===== config.mk =====
export PLATFORM = sky130hd
export DESIGN_NAME = fetch_unit_flat
export DESIGN_NICKNAME = d
export VERILOG_FILES = /design/src/rtl/fetch_unit_if.sv /design/src/rtl/fetch_unit.sv /design/src/flat_wrapper.sv
export SDC_FILE = /design/constraint.sdc
export NUM_CORES = 1
export LEC_CHECK = 0
export ABC_AREA = 1
export BUFFER_PORTS_ARGS = -buffer_cell sky130_fd_sc_hd__buf_4
export CAP_MARGIN = 20
export CELL_PAD_IN_SITES_DETAIL_PLACEMENT = 1
export CELL_PAD_IN_SITES_GLOBAL_PLACEMENT = 2
export CORE_MARGIN = 2
export CORE_UTILIZATION = 31
export DETAILED_ROUTE_END_ITERATION = 7
export GPL_TIMING_DRIVEN = 0
export PLACE_DENSITY = 0.77
export RECOVER_POWER = 25
export SLEW_MARGIN = 25
export SYNTH_ARGS = -nofsm -noshare
export SYNTH_HDL_FRONTEND = slang
export SYNTH_SLANG_ARGS = --single-unit

===== constraint.sdc =====
create_clock -name clk -period 7.4 [get_ports clk]
set_input_delay 1.48 -clock clk [delete_from_list [all_inputs] [get_ports clk]]
set_output_delay 1.48 -clock clk [all_outputs]
set_load 0.01 [all_outputs]

===== src/rtl/fetch_unit_if.sv =====
// Fetch-stage bundle: instruction-memory request/response, execute redirect and decoder
// handoff. The master modport is the fetch unit; the slave modport is its environment.
interface fetch_unit_if;
  logic        imem_req_valid;
  logic        imem_req_ready;
  logic [31:0] imem_req_addr;
  logic        imem_resp_valid;
  logic [31:0] imem_resp_data;
  logic        redirect_valid;
  logic [31:0] redirect_target;
  logic        instr_valid;
  logic        instr_ready;
  logic [31:0] instr;
  logic [31:0] instr_pc;
  logic [31:0] instr_pc4;
  logic        fetch_fault;

  modport master (
    output imem_req_valid, imem_req_addr, instr_valid, instr, instr_pc, instr_pc4, fetch_fault,
    input  imem_req_ready, imem_resp_valid, imem_resp_data, redirect_valid, redirect_target,
           instr_ready
  );

  modport slave (
    input  imem_req_valid, imem_req_addr, instr_valid, instr, instr_pc, instr_pc4, fetch_fault,
    output imem_req_ready, imem_resp_valid, imem_resp_data, redirect_valid, redirect_target,
           instr_ready
  );
endinterface


===== src/rtl/fetch_unit.sv =====
// RV32 fetch stage: owns the PC, keeps one imem request in flight and buffers words in a FIFO.
// Define FETCH_MISALIGN_TRAP_EN to trap misaligned redirect targets with a sticky fetch_fault.
module fetch_unit #(
  parameter logic [31:0] RESET_PC   = 32'h0000_0000,
  parameter int unsigned FIFO_DEPTH = 2
) (
  input logic          clk,
  input logic          reset,
  fetch_unit_if.master bus
);
  localparam int unsigned PtrW = $clog2(FIFO_DEPTH);
  localparam int unsigned CntW = PtrW + 1;
  localparam logic [31:0] Nop  = 32'h0000_0013;

  typedef enum logic [1:0] {StReq, StWait, StDrop} state_e;

  state_e          state_q, state_d;
  logic [31:0]     fetch_pc_q, fetch_pc_d;
  logic [31:0]     req_pc_q, req_pc_d;
  logic [31:0]     data_q [FIFO_DEPTH];
  logic [31:0]     data_d [FIFO_DEPTH];
  logic [31:0]     pc_q [FIFO_DEPTH];
  logic [31:0]     pc_d [FIFO_DEPTH];
  logic [PtrW-1:0] wr_ptr_q, wr_ptr_d, rd_ptr_q, rd_ptr_d;
  logic [CntW-1:0] count_q, count_d;

  logic        outstanding, resp, not_empty, head_valid, pop, push;
  logic        req_valid, accept, blocked, misalign;
  logic [31:0] occupancy, target;

`ifdef FETCH_MISALIGN_TRAP_EN
  logic fault_q, fault_d;

  assign misalign = bus.redirect_valid & (|bus.redirect_target[1:0]);
  assign target   = bus.redirect_target;
  assign blocked  = fault_q;
  assign bus.fetch_fault = fault_q;
`else
  logic unused_tgt_lsb;

  assign unused_tgt_lsb  = ^bus.redirect_target[1:0];
  assign misalign        = 1'b0;
  assign target          = {bus.redirect_target[31:2], 2'b00};
  assign blocked         = 1'b0;
  assign bus.fetch_fault = 1'b0;
`endif

  always_comb begin
    outstanding = (state_q != StReq);
    resp        = outstanding & bus.imem_resp_valid;
    not_empty   = (count_q != '0);
    head_valid  = not_empty & ~bus.redirect_valid;
    pop         = head_valid & bus.instr_ready;
    // Slot reserved for the in-flight word keeps the FIFO from ever overflowing.
    occupancy   = 32'(count_q) + 32'(outstanding) - 32'(pop);
    req_valid   = (state_q != StDrop) & ~(outstanding & ~resp) & (occupancy < FIFO_DEPTH)
                & ~bus.redirect_valid & ~blocked;
    accept      = req_valid & bus.imem_req_ready;
  end

  always_comb begin
    state_d    = state_q;
    fetch_pc_d = fetch_pc_q;
    req_pc_d   = req_pc_q;
    push       = 1'b0;
`ifdef FETCH_MISALIGN_TRAP_EN
    fault_d    = fault_q | misalign;
`endif
    if (accept) begin
      req_pc_d   = fetch_pc_q;
      fetch_pc_d = fetch_pc_q + 32'd4;
    end
    unique case (state_q)
      StReq: begin
        if (accept) state_d = StWait;
      end
      StWait: begin
        if (bus.redirect_valid) begin
          state_d = resp ? StReq : StDrop;
        end else if (resp) begin
          push    = 1'b1;
          state_d = accept ? StWait : StReq;
        end
      end
      StDrop: begin
        if (resp) state_d = StReq;
      end
      default: state_d = StReq;
    endcase
    if (bus.redirect_valid) fetch_pc_d = target;
  end

  always_comb begin
    data_d   = data_q;
    pc_d     = pc_q;
    wr_ptr_d = wr_ptr_q;
    rd_ptr_d = rd_ptr_q;
    count_d  = count_q;
    if (bus.redirect_valid | misalign) begin
      wr_ptr_d = '0;
      rd_ptr_d = '0;
      count_d  = '0;
    end else begin
      if (push) begin
        data_d[wr_ptr_q] = bus.imem_resp_data;
        pc_d[wr_ptr_q]   = req_pc_q;
        wr_ptr_d         = wr_ptr_q + PtrW'(1);
      end
      if (pop) rd_ptr_d = rd_ptr_q + PtrW'(1);
      count_d = count_q + CntW'(push) - CntW'(pop);
    end
  end

  always_ff @(posedge clk or posedge reset) begin
    if (reset) begin
      state_q    <= StReq;
      fetch_pc_q <= RESET_PC;
      req_pc_q   <= '0;
      wr_ptr_q   <= '0;
      rd_ptr_q   <= '0;
      count_q    <= '0;
      for (int unsigned i = 0; i < FIFO_DEPTH; i++) begin
        data_q[i] <= '0;
        pc_q[i]   <= '0;
      end
`ifdef FETCH_MISALIGN_TRAP_EN
      fault_q    <= 1'b0;
`endif
    end else begin
      state_q    <= state_d;
      fetch_pc_q <= fetch_pc_d;
      req_pc_q   <= req_pc_d;
      wr_ptr_q   <= wr_ptr_d;
      rd_ptr_q   <= rd_ptr_d;
      count_q    <= count_d;
      data_q     <= data_d;
      pc_q       <= pc_d;
`ifdef FETCH_MISALIGN_TRAP_EN
      fault_q    <= fault_d;
`endif
    end
  end

  assign bus.imem_req_valid = req_valid;
  assign bus.imem_req_addr  = fetch_pc_q;
  assign bus.instr_valid    = head_valid;
  assign bus.instr          = not_empty ? data_q[rd_ptr_q] : Nop;
  assign bus.instr_pc       = not_empty ? pc_q[rd_ptr_q] : 32'd0;
  assign bus.instr_pc4      = not_empty ? pc_q[rd_ptr_q] + 32'd4 : 32'd0;
endmodule


===== src/flat_wrapper.sv =====
// flat-port wrapper written by rule: the top's interface ports become plain ports
module fetch_unit_flat 
#(
  parameter logic [31:0] RESET_PC   = 32'h0000_0000,
  parameter int unsigned FIFO_DEPTH = 2
)
  (clk, reset, bus_imem_req_valid, bus_imem_req_addr, bus_instr_valid, bus_instr, bus_instr_pc, bus_instr_pc4, bus_fetch_fault, bus_imem_req_ready, bus_imem_resp_valid, bus_imem_resp_data, bus_redirect_valid, bus_redirect_target, bus_instr_ready);
  fetch_unit_if bus_i ();
  input logic clk;
  input logic reset;
  output wire logic [$bits(bus_i.imem_req_valid)-1:0] bus_imem_req_valid;
  output wire logic [$bits(bus_i.imem_req_addr)-1:0] bus_imem_req_addr;
  output wire logic [$bits(bus_i.instr_valid)-1:0] bus_instr_valid;
  output wire logic [$bits(bus_i.instr)-1:0] bus_instr;
  output wire logic [$bits(bus_i.instr_pc)-1:0] bus_instr_pc;
  output wire logic [$bits(bus_i.instr_pc4)-1:0] bus_instr_pc4;
  output wire logic [$bits(bus_i.fetch_fault)-1:0] bus_fetch_fault;
  input wire logic [$bits(bus_i.imem_req_ready)-1:0] bus_imem_req_ready;
  input wire logic [$bits(bus_i.imem_resp_valid)-1:0] bus_imem_resp_valid;
  input wire logic [$bits(bus_i.imem_resp_data)-1:0] bus_imem_resp_data;
  input wire logic [$bits(bus_i.redirect_valid)-1:0] bus_redirect_valid;
  input wire logic [$bits(bus_i.redirect_target)-1:0] bus_redirect_target;
  input wire logic [$bits(bus_i.instr_ready)-1:0] bus_instr_ready;
  assign bus_imem_req_valid = bus_i.imem_req_valid;
  assign bus_imem_req_addr = bus_i.imem_req_addr;
  assign bus_instr_valid = bus_i.instr_valid;
  assign bus_instr = bus_i.instr;
  assign bus_instr_pc = bus_i.instr_pc;
  assign bus_instr_pc4 = bus_i.instr_pc4;
  assign bus_fetch_fault = bus_i.fetch_fault;
  assign bus_i.imem_req_ready = bus_imem_req_ready;
  assign bus_i.imem_resp_valid = bus_imem_resp_valid;
  assign bus_i.imem_resp_data = bus_imem_resp_data;
  assign bus_i.redirect_valid = bus_redirect_valid;
  assign bus_i.redirect_target = bus_redirect_target;
  assign bus_i.instr_ready = bus_instr_ready;
  fetch_unit #(.RESET_PC(RESET_PC), .FIFO_DEPTH(FIFO_DEPTH)) u_core (.clk(clk), .reset(reset), .bus(bus_i));
endmodule

---- Yosys cells after proc, flatten, opt, wreduce, memory -nomap -nowiden ----
Index checks and enable logic that the tools add are counted.
word-level totals
  flip-flop bits (word level) ............. 198
  input bits .............................. 70
  output and inout port bits .............. 131
  word-level logic and storage cells ...... 80
cells by class
  add/sub/neg operators ................... 8
  $lt $le $gt $ge ......................... 4
  equal/unequal tests ..................... 6
  multiplexer cells ....................... 30
  bitwise operators ....................... 13
  reduce and logical (&&, ||, !) cells .... 9
operators with widths
  cell                                                          count
  two-way mux 32 bit                                            12
  bitwise mux 64 bit                                            2
  adder 32 x 3 -> 32 bit (second input constant)                2
  demux 32 bit (select 1 bit)                                   1
  less-than comparator 32 x 2 -> 1 bit (second input constant)  1
  subtractor 32 x 1 -> 32 bit                                   1
  two-way mux 2 bit                                             6
  nonzero test 2 bit                                            5
  AND 1 bit                                                     8
  two-way mux 1 bit                                             8
  one-hot mux 2 bit (3 select lines)                            1
  >= comparator 2 bit (second input constant)                   2
  inequality test 2 x 1 -> 1 bit (second input constant)        2
  NOT 1 -> 2 bit                                                2
  adder 2 x 1 -> 3 bit                                          1
  inequality test 3 x 2 -> 1 bit (second input constant)        1
  NOT 1 bit                                                     3
  AND reduction 3 bit                                           1
  adder 1 bit (second input constant)                           2
  adder 2 x 1 -> 2 bit                                          1
  == test 2 x 1 -> 1 bit (second input constant)                1
  == test 2 bit (second input constant)                         1
  zero test 2 bit                                               1
  less-than comparator 2 x 1 -> 1 bit (second input constant)   1
  4 further kinds                                               4

---- Logic depth before layout (Yosys ltp) ----
  depth after elaboration ................. 13
  depth in mapped cells ................... 16
  mapped depth without buffers ............ 15

---- Worst setup path after synthesis ----
OpenSTA, ideal clock, no wires.
  path kind ............................... input to output
  from .................................... in bus_redirect_valid
  to ...................................... out bus_imem_req_valid
  data arrival time ....................... 2,518 ps
  slack ................................... 3,402 ps
  stages on the path ...................... 10
  cell sequence ........................... inv_2 -> nand3_2 -> nor2_1 -> ha_1 -> ha_1 -> nor2_1 -> nand3_1 -> a21oi_1 -> nand2_1 -> inv_1
between the ends
  cells in the longest elaborated chain, start to end .. 7
RTL lines
  element                               RTL line            text
  from (decl)                           flat_wrapper.sv:21  input wire logic [$bits(bus_i.redirect_valid)-1:0] bus_redirect_valid;
  NOT 1 bit (no source line) (*)        --
  AND 1 bit                             fetch_unit.sv:52    head_valid = not_empty & ~bus.redirect_valid;
  AND 1 bit                             fetch_unit.sv:53    pop = head_valid & bus.instr_ready;
  subtractor 32 x 1 -> 32 bit           fetch_unit.sv:55    occupancy = 32'(count_q) + 32'(outstanding) - 32'(pop);
  less-than comparator 32 x 2 -> 1 bit  fetch_unit.sv:56    req_valid = (state_q != StDrop) & ~(outstanding & ~resp) & (occupancy < FIFO_DEPTH)
  AND 1 bit                             fetch_unit.sv:56
  AND 1 bit (*)                         fetch_unit.sv:57    & ~bus.redirect_valid & ~blocked;
  to (decl)                             flat_wrapper.sv:11  output wire logic [$bits(bus_i.imem_req_valid)-1:0] bus_imem_req_valid;
Mark *: on every way between the ends. The rest lies on a longest branch, timed or not.

==> impl_metrics.py <==
metrics = {
    "global_routing": {
        "grt_pass1_wl_um": 58440,
        "grt_max_degree": 99,
        "gr-total-overflow": 0,
        "grt_pass1_vias": 10460,
        "antenna_found_initial": 0,
        "grtUsageTotal_pct": 21.29,
    },
    "cts": {
        "postCtsSetupBuffers": 0,
        "cts_max_path_buffers": 2,
        "worstSkewPairLatency_ns": 0.44,
        "numCtsBuffers": 17,
        "cts-root-buf": "clkbuf_16",
        "cts_tree": "yes",
        "post_cts_resized": 0,
        "clkTransAtPathRegs_ns": 0.07,
        "cts_hold_buf": 0,
        "numClockSinks": 190,
        "cts_max_level": 4,
    },
    "timing": {
        "finalSetupViolCount": 0,
        "period_share_pct": 63.16,
        "fin_crit_ns": 4.674,
        "report.final.slew_viol_count": 131,
        "whs_ns": 0.4900,
        "tightest_slew_ns": 2.431,
        "hold_viol": 0,
        "rsz0062_at_grt": "false",
        "maxSlewHeadroom_pct": -62.08,
        "max_freq_ghz": 0.2140,
        "fin_skew_ns": 0.009024,
    },
    "power_and_ir_drop": {
        "p_per_area_nw_per_um2": 282.5,
        "p_switching_uw": 1371,
        "finalPower_uw": 3688,
        "ir_drop_mv": 0.1534,
        "internal-power_uw": 2316,
        "p_seq_share_pct": 42.3,
        "p_sw_share_pct": 37.19,
        "p_leak_uw": 0.006355,
        "comb_power_share_pct": 31.6,
        "p_clk_share_pct": 26.1,
    },
    "floorplanning": {
        "fp-row-count": 67,
        "initial_core_util_pct": 31.26,
        "dieArea_um2": 35040,
        "die_x_um": 187.2,
        "io_pins": 201,
        "core_um2": 33280,
        "die_h_um": 187.2,
    },
    "synthesis": {
        "ys_seq_elements": 190,
        "yosysSeqAreaShare_pct": 45.71,
        "synthTopCellsByArea": "dfrtp_1 46%, nand2_1 20%, nor2_1 5.5%",
        "synthTopCellsByCount": "542 x nand2_1, 190 x dfrtp_1, 152 x nor2_1",
        "synth_cells": 1467,
        "synth_top_area_share_pct": 45.71,
        "synth_edf_count": 0,
        "synth.most_common_cell": "nand2_1",
        "async_flop_share_pct": 100.0,
        "ys_warn_count": 0,
        "syn_area_um2": 10400,
        "yosysTopAreaCell": "dfrtp_1",
        "synth_top_flop_cell": "dfrtp_1",
        "synth.distinct_cells": 32,
        "synth.avg_cell_area_um2": 7.091,
    },
    "placed_design": {
        "gp_congestion": 0.8709,
        "io_buffer_count": 191,
        "hpwl_um": 28430,
    },
    "critical_path": {
        "crit_start": "reset",
        "r2r_cells": 15,
        "cp_max_fo": 98,
        "worst_setup_path_start_kind": "input port",
        "reg2reg_to": "u_core.req_pc_q[18]",
        "crit_arrival_ns": 4.71,
        "r2r-start": "u_core.state_q[1]",
        "r2r_setup_slack_ns": 4.61,
        "end_kind": "asynchronous set/reset pin",
        "worstSetupPathType": "input port to asynchronous set/reset pin",
        "required_ns": 7.44,
    },
    "final_layout": {
        "finalNetCount": 1766,
        "fin_util_pct": 39.22,
        "n_antenna_cell": 0,
        "layout-drive-gt1-share_pct": 17.21,
        "area_delta_synth_final_pct": 25.49,
    },
    "worst_hold_path": {
        "hold_end": "u_core.pc_q[22]",
        "holdPathStages": 2,
        "worst_hold_path_type": "flip-flop to flip-flop",
        "min_from": "u_core.pc_q[22]",
    },
    "routing": {
        "drc": 0,
        "num_vias": 9959,
        "viasPerCell": 4.643,
        "wl_per_cell_um": 17.01,
        "first_pass_iters": 8,
        "wirelength_um": 36490,
        "drtIter0Drc": 483,
        "ant_nets": 0,
    },
    "run_status": {
        "failed_checks": "max-capacitance violations, max-slew violations",
        "status": "complete, but fails checks",
    },
    "flow_run": {
        "maxCapViolCount": 2,
    },
}
-- metal layers --
| metal | vias to the layer above | share of wire (%) | track usage (%) |
|---|---|---|---|
| li1 | 4985 | - | - |
| met1 | 4794 | 49 | 29.66 |
| met2 | 161 | 47 | 35.32 |
| met3 | 19 | 3.0 | 2.908 |
| met4 | 0 | 1.1 | 4.518 |
| met5 | - | 0 | 0 |
-- layout by cell type, fill, tap and decap left out, types with 4 or more instances in the layout --
cell type and instances:
dfrtp_1 190, buf_6 12, nand3_1 90, o21ai_0 53, conb_1 7, nand2_2 13
nor3_1 7, nand2_1 542, xor2_1 18, clkbuf_16 17, clkbuf_1 36, inv_1 142
a21oi_1 38, nor2_1 152, clkinv_4 4, o21ai_1 109, ha_1 10, nor2_2 8
buf_2 12, buf_4 203
-- worst max path at each step --
stage / to / slack, ns / cells after the start
6_report: u_core.bus.imem_req_addr[29] / 2.73 / 4
5_1_grt: u_core.bus.imem_req_addr[29] / 1.97 / 4
3_5_place_dp: bus_imem_req_valid / 2.97 / 12
4_1_cts: bus_instr_pc4[14] / 2.92 / 11
2_1_floorplan: u_core.bus.imem_req_addr[10] / 0.75 / 1
3_3_place_gp: u_core.pc_q[25] / -1.72 / 2
-- final cells by class --
cell class                 count  area (µm²)
buffer                        75       442.9
timing repair buffer         193        1459
multi-input combinational   1062        4679
tap                          448       560.5
clock buffer                  19       442.9
sequential                   190        4755
inverter                     146       549.3
fill                        4243       20230
clock inverter                12       165.2
-- critical path: stages --
cell and delay (ns):
clkbuf_1 0.08, clkinvlp_2 0.91, buf_16 0.36, clkbuf_2 1.73
-- flip-flops by register name, indices dropped and copies added (netlist names) --
register / count
u_core.data_q: 64
u_core.bus.imem_req_addr: 30
u_core.state_q: 2
u_core.pc_q: 60
u_core.wr_ptr_q: 1
u_core.count_q: 2
u_core.req_pc_q: 30
u_core.rd_ptr_q: 1
-- power groups by stage --
stage                     logic, µW  clock network (µW)  registers [µW]
after floorplan                 743                   0            1530
final                          1160                 962            1560
after CTS                      1180                 988            1560
after global routing           1340                1020            1600
after global placement         1150                   0            1560
after detailed placement       1180                   0            1580
-- logic make-up (layout without fill, tap and decap cells) --
| group | Yosys count | count (layout) | share of synthesized area, % |
|---|---|---|---|
| compound gates | 205 | 205 | 9.983 |
| xor+xnor | 20 | 20 | 1.684 |
| fa+ha+maj | 11 | 11 | 1.395 |
| buf+inv | 221 | 445 | 9.526 |
| flops | 190 | 190 | 45.71 |
| other cells | 1 | 7 | 0.03605 |
| simple gates | 819 | 819 | 31.67 |
-- metrics by stage --
step	instances	setup TNS, ns	setup WS, ns	instance area, µm²
CTS	2145	0	2.924	13090
floorplan	1473	0	0.7495	10430
finish	2145	0	2.726	13050
detailed placement	2114	0	2.975	12480
global route	2145	0	1.973	13050
global placement	2112	-321.40	-1.717	12420
Note: power is estimated with default switching activity, not from simulation.
